--- src/rtl/alu_operand_sequencer.sv ---
// alu_operand_sequencer: serial front end for a combinational ALU.
// Gathers opcode / operand A / operand B from one input stream, drives the
// ALU from registers for one execute cycle, then holds the captured result
// (with a divide-by-zero flag) on an output valid/ready handshake.
module alu_operand_sequencer #(
    parameter int DATA_WIDTH = 16
) (
    input  logic                  clk,
    input  logic                  rst,
    input  logic [DATA_WIDTH-1:0] in_data,
    input  logic                  in_valid,
    output logic                  in_ready,
    output logic [2:0]            alu_oc,
    output logic [DATA_WIDTH-1:0] alu_a,
    output logic [DATA_WIDTH-1:0] alu_b,
    input  logic [DATA_WIDTH-1:0] alu_f,
    output logic [DATA_WIDTH-1:0] out_data,
    output logic                  out_err,
    output logic                  out_valid,
    input  logic                  out_ready,
    output logic [15:0]           op_count
);

    localparam logic [2:0] OC_DIV = 3'b011;
    localparam logic [2:0] OC_NOT = 3'b100;

    typedef enum logic [2:0] {
        S_OC   = 3'd0,
        S_A    = 3'd1,
        S_B    = 3'd2,
        S_EXEC = 3'd3,
        S_OUT  = 3'd4
    } state_t;

    state_t                state_q, state_d;
    logic [2:0]            oc_q, oc_d;
    logic [DATA_WIDTH-1:0] a_q, a_d;
    logic [DATA_WIDTH-1:0] b_q, b_d;
    logic [DATA_WIDTH-1:0] data_q, data_d;
    logic                  err_q, err_d;
    logic                  valid_q, valid_d;
    logic [15:0]           op_count_q, op_count_d;

    // A divide with a zero divisor has no defined ALU result.
    function automatic logic is_div_by_zero(input logic [2:0] oc,
                                            input logic [DATA_WIDTH-1:0] b);
        return (oc == OC_DIV) && (b == '0);
    endfunction

    // Result word captured at the end of S_EXEC; forced to zero on divide-by-zero.
    function automatic logic [DATA_WIDTH-1:0] select_result(input logic [2:0] oc,
                                                            input logic [DATA_WIDTH-1:0] b,
                                                            input logic [DATA_WIDTH-1:0] f);
        return is_div_by_zero(oc, b) ? '0 : f;
    endfunction

    // State and datapath registers; reset discards any partial operation.
    always_ff @(posedge clk) begin
        if (rst) begin
            state_q    <= S_OC;
            oc_q       <= '0;
            a_q        <= '0;
            b_q        <= '0;
            data_q     <= '0;
            err_q      <= 1'b0;
            valid_q    <= 1'b0;
            op_count_q <= '0;
        end else begin
            state_q    <= state_d;
            oc_q       <= oc_d;
            a_q        <= a_d;
            b_q        <= b_d;
            data_q     <= data_d;
            err_q      <= err_d;
            valid_q    <= valid_d;
            op_count_q <= op_count_d;
        end
    end

    // Next-state, operand capture, result capture and input handshake.
    always_comb begin
        state_d    = state_q;
        oc_d       = oc_q;
        a_d        = a_q;
        b_d        = b_q;
        data_d     = data_q;
        err_d      = err_q;
        valid_d    = valid_q;
        op_count_d = op_count_q;
        in_ready   = 1'b0;

        case (state_q)
            S_OC: begin
                in_ready = 1'b1;
                if (in_valid) begin
                    oc_d    = in_data[2:0];
                    state_d = S_A;
                end
            end
            S_A: begin
                in_ready = 1'b1;
                if (in_valid) begin
                    a_d = in_data;
                    // NOT is unary: no B word follows, B is cleared instead.
                    if (oc_q == OC_NOT) begin
                        b_d     = '0;
                        state_d = S_EXEC;
                    end else begin
                        state_d = S_B;
                    end
                end
            end
            S_B: begin
                in_ready = 1'b1;
                if (in_valid) begin
                    b_d     = in_data;
                    state_d = S_EXEC;
                end
            end
            S_EXEC: begin
                // Operands have been stable at the ALU for a full cycle here.
                data_d  = select_result(oc_q, b_q, alu_f);
                err_d   = is_div_by_zero(oc_q, b_q);
                valid_d = 1'b1;
                state_d = S_OUT;
            end
            S_OUT: begin
                if (out_ready) begin
                    valid_d    = 1'b0;
                    op_count_d = op_count_q + 16'd1;
                    state_d    = S_OC;
                end
            end
            default: begin
                state_d = S_OC;
            end
        endcase
    end

    assign alu_oc    = oc_q;
    assign alu_a     = a_q;
    assign alu_b     = b_q;
    assign out_data  = data_q;
    assign out_err   = err_q;
    assign out_valid = valid_q;
    assign op_count  = op_count_q;

endmodule
--- config.mk ---
export PLATFORM = sky130hd
export DESIGN_NAME = alu_operand_sequencer
export DESIGN_NICKNAME = d
export VERILOG_FILES = /design/src/rtl/alu_operand_sequencer.sv
export SDC_FILE = /design/constraint.sdc
export NUM_CORES = 1
export LEC_CHECK = 0
export ABC_AREA = 1
export CAP_MARGIN = 15
export CORE_ASPECT_RATIO = 0.8
export CORE_MARGIN = 2
export CORE_UTILIZATION = 50
export CTS_BUF_LIST = sky130_fd_sc_hd__clkbuf_2
export CTS_CLUSTER_SIZE = 12
export DETAILED_ROUTE_END_ITERATION = 8
export GPL_ROUTABILITY_DRIVEN = 1
export GPL_TIMING_DRIVEN = 0
export PLACE_DENSITY_LB_ADDON = 0.12
export SYNTH_ARGS = -nofsm -noshare
export SYNTH_HDL_FRONTEND = slang
export SYNTH_SLANG_ARGS = --single-unit
--- constraint.sdc ---
create_clock -name clk -period 2.94 [get_ports clk]
set_input_delay 0.588 -clock clk [delete_from_list [all_inputs] [get_ports clk]]
set_output_delay 0.588 -clock clk [all_outputs]
set_load 0.05 [all_outputs]
* Yosys cells after proc, flatten, opt, wreduce, memory -nomap -nowiden
Index checks and enable logic that the tools add are counted.
** Word-level totals
- Bits in registers :: 72
- Input bits :: 36
- Output and inout bits :: 70
** Operators by class
- Add/subtract/negate cells :: 1
- Equality and inequality tests :: 11
- Mux-type cells :: 14
- Reduce and logical (&&, ||, !) cells :: 12
** Operators with widths (count)
- $mux 16 :: 4
- $pmux 16 s2 :: 1
- $add 16x1->16 const B :: 1
- $logic_not 16->1 :: 1
- $pmux 3 s5 :: 1
- $mux 3 :: 4
- $ne 2x2->1 const B :: 5
- $eq 3x2->1 const B :: 3
- $reduce_and 2->1 :: 4
- $reduce_and 4->1 :: 2
- $eq 3x3->1 const B :: 2
- $reduce_bool 2->1 :: 2
- $eq 3x1->1 const B :: 1
- $logic_not 3->1 :: 1
- $mux 1 :: 3
- $reduce_or 3->1 :: 1
- $pmux 1 s2 :: 1
- $logic_and 1x1->1 :: 1

* Logic depth before layout (Yosys ltp)
- Word-level depth :: 4
- Depth in mapped cells :: 9

* Least setup slack after synthesis
OpenSTA, ideal clock, no wires.
- Path kind :: reg2reg
- Start :: register op_count_q[1] (netlist: op_count[1])
- End :: register op_count_q[8] (netlist: op_count[8])
- Library setup time :: 116 ps
- Arrival time :: 1627 ps
- Path slack :: 1197 ps
- Cell stages (with the launch flop) :: 9
- Buffers on the path :: 0
- Cell sequence :: dfxtp_1 ha_1 nand2_1 nor2_1 nand2_1 nor2_8 nand2_1 o21ai_0 nor2_1
** Between the ends
- Cells in the longest elaborated chain, start to end :: 1
** RTL lines
- start, declared :: line 42 : logic [15:0] op_count_q, op_count_d;
- start signal, assigned :: line 76 : op_count_q <= op_count_d;
- $add 16x1->16 :: line 130 : op_count_d = op_count_q + 16'd1;
No other way between the ends.
A chain may end at the register's enable or synchronous reset.

* Final worst setup path
- Start :: register state_q[2]
- End :: output port in_ready
** Between the ends
- Cells in the longest elaborated chain, start to end :: 3
- Elaborated cells between the ends (all ways) :: 5
- Those cells by class :: 2 x eq/ne; 1 x mux; 2 x reduce/logical
** RTL lines
- start, declared :: line 35 : state_t state_q, state_d;
- start signal, assigned :: line 69 : state_q <= state_d;
- $eq 3x2->1, or another cell as far along :: line 92 : case (state_q)
- $reduce_or 3->1 (no line) *
- $mux 1 * :: line 92
- end, declared :: line 12 : output logic in_ready,
Mark *: on every way between the ends. The rest lies on a longest branch, timed or not.

==> flow_summary.ini <==
[floorplan]
die_x_um = 92.0
start_util = 0.522
rows = 25
die_y_um = 74.4
ios = 106
fp.coreArea_um2 = 5940
die-area_um2 = 6850

[synth]
synth_area_leaders = dfxtp_1 (46%), nand2_1 (12%), nor2_1 (11%), a21oi_1 (7.7%), inv_1 (5.3%)
yosys.area.top_type_share = 0.465
synthCells = 445
synth_enable_flop_cells = 0
yosys_most_used_dff = dfxtp_1
async_reset_ff_frac = 0
synth_largest_area_cell = dfxtp_1
ys.warnings.count = 0
yosysSeqAreaShare = 0.465
netlist_area_um2 = 3100
ys_types = 24
syn_area_per_cell_um2 = 6.97
yosys_register_bits = 72
synth_nets = 482

[placement]
place.detailed.hpwl_um = 5720
routabilityCongestion = 0.880
numPortBuffers = 103

[global_routing]
grt_first_pass_wirelength_um = 12300
grtUsageTotal = 0.226
grt_max_degree = 12
grt_pass1_vias = 2758
grt_remaining_overflow = 0
antenna_found_initial = 0

[sta]
skew_ns = 0.0167
relSlewSlack = 0.644
slew_viol_final = 0
setup_viol = 0
period_share = 0.883
finalHoldViolations = 0
min_period_ns = 2.60
worst_slew_pin_slew_ns = 0.532
fmax_mhz = 385
rsz0062_at_grt = false
setup-tns-final_ns = 0

[run_status]
outcome = complete, no violations

[cts]
htreeDepth = 3
cts_hold_buffers = 0
clkSlewWorstSetupHoldPaths_ns = 0.19
cts_sinks = 72
clk_path_buf_depth = 2
clk_latency_ns = 0.51
post_cts_buffers = 0
cts-root-buf = clkbuf_2
cts_tree = built
cts_resized = 0
cts_buffers = 9

[finish]
area_delta_synth_final_pct = 39.0
n_antenna_cell = 0
n_fill_cell = 493
num-nets-final = 596
fin_util = 0.725
drive_gt1_frac = 0.0622

[route]
drtPass1Iterations = 4
drcViolationCount = 0
antenna_left = 0
vias = 3190
vias_per_cell = 4.95
routed_wl_um = 7670
wl_per_cell_um = 11.9
drt_iter0_drc = 167

[setup_path]
cp_max_fo = 6
worstPathRequired_ns = 2.35
end_kind = output pin
arrival_ns = 2.01
start_kind = flop
crit_type = flop to output pin

[job]
cap_violations = 0

[power]
p_per_area_nw_per_um2 = 421
power_leakage_nw = 1.67
max-vdd-ir-drop_uv = 253

[worst_hold_path]
min_path_type = input port to flop
==> cells in the final DEF (no fill, tap or decap), drive strengths merged <==
master / synthesis / final
clkinv: 1 / 4
clkinvlp: 0 / 1
clkbuf: 8 / 19
xnor2: 1 / 1
clkdlybuf4s50: 0 / 103
nor3: 4 / 4
buf: 10 / 10
inv: 47 / 47
o21ai: 24 / 24
ha: 1 / 1
nand2: 96 / 96
nor2: 92 / 92
nand3: 35 / 35
dfxtp: 72 / 72
nor3b: 1 / 1
a21oi: 48 / 48
nand4: 5 / 5
==> layer usage <==
layer,GRT usage,vias to the layer above,part of all wire
met2,0.372,115,0.45
met4,0.0647,0,0.0074
li1,-,1639,-
met1,0.285,1430,0.46
met3,0.0841,6,0.077
met5,0,-,0
==> area by class of cell <==
cell class / instances / area (um^2) / share of cell area
sequential: 72 / 1440 / 0.334
multi-input combinational: 307 / 1380 / 0.321
timing repair buffer: 103 / 1030 / 0.239
inverter: 48 / 180 / 0.0418
tap: 81 / 101 / 0.0235
buffer: 18 / 96.3 / 0.0224
clock buffer: 11 / 55.1 / 0.0128
clock inverter: 4 / 22.5 / 0.00522
==> registers in the layout (all words and copies together) (netlist names) <==
name	count
alu_a	16
state_q	3
alu_b	16
out_valid	1
out_data	16
alu_oc	3
out_err	1
op_count	16
==> Yosys cell counts, types with 2 or more instances <==
cell type / n
buf_6: 2
inv_1: 44
nand4_1: 5
buf_2: 5
nor3_1: 4
a21oi_1: 48
clkbuf_1: 8
nand2_1: 95
nand3_2: 3
nand3_1: 31
buf_4: 2
o21ai_0: 24
dfxtp_1: 72
nor2_1: 89
inv_2: 3
nor2_4: 2
==> path summary, 6_finish.rpt <==
kind | slack, ns | startpoint | end | cells after the start
max | 0.34 | state_q[2] | in_ready | 4
max reg2reg | 1.39 | alu_oc[0] | out_data[7] | 8
min | 0.40 | in_valid | alu_b[15] | 3
min reg2reg | 0.48 | out_data[9] | out_data[9] | 2
==> power breakdown <==
group          switching (mW)  internal (mW)
clock network           0.339          0.109
registers              0.0207           1.01
logic                   0.210          0.129
==> through the flow <==
stage	setup WS, ns	total power [mW]	hold WS [ns]	area, um^2	instances
detailed placement	0.908	1.39	0.456	4230	629
floorplan	1.20	1.26	0.575	3100	445
finish	0.344	1.82	0.395	4310	644
global route	0.230	1.90	0.345	4310	644
CTS	0.316	1.83	0.364	4310	644
global placement	0.919	1.38	0.452	4230	629
==> worst max-delay path: stages (launching register included) <==
cell	delay, ns
dfxtp_1	0.42
inv_2	0.13
nand2_1	0.07
inv_1	0.07
clkdlybuf4s50_1	0.81
==> cells by family (layout without fill, tap and decap cells) <==
logic type	after synthesis	count (layout)	synth area share
compound gates	72	72	0.116
xor+xnor	1	1	0.00283
fa+ha+maj	1	1	0.00403
buf+inv	66	184	0.0892
flops	72	72	0.465
simple gates	233	233	0.323
No activity file was read; power rests on OpenSTA's default activity.
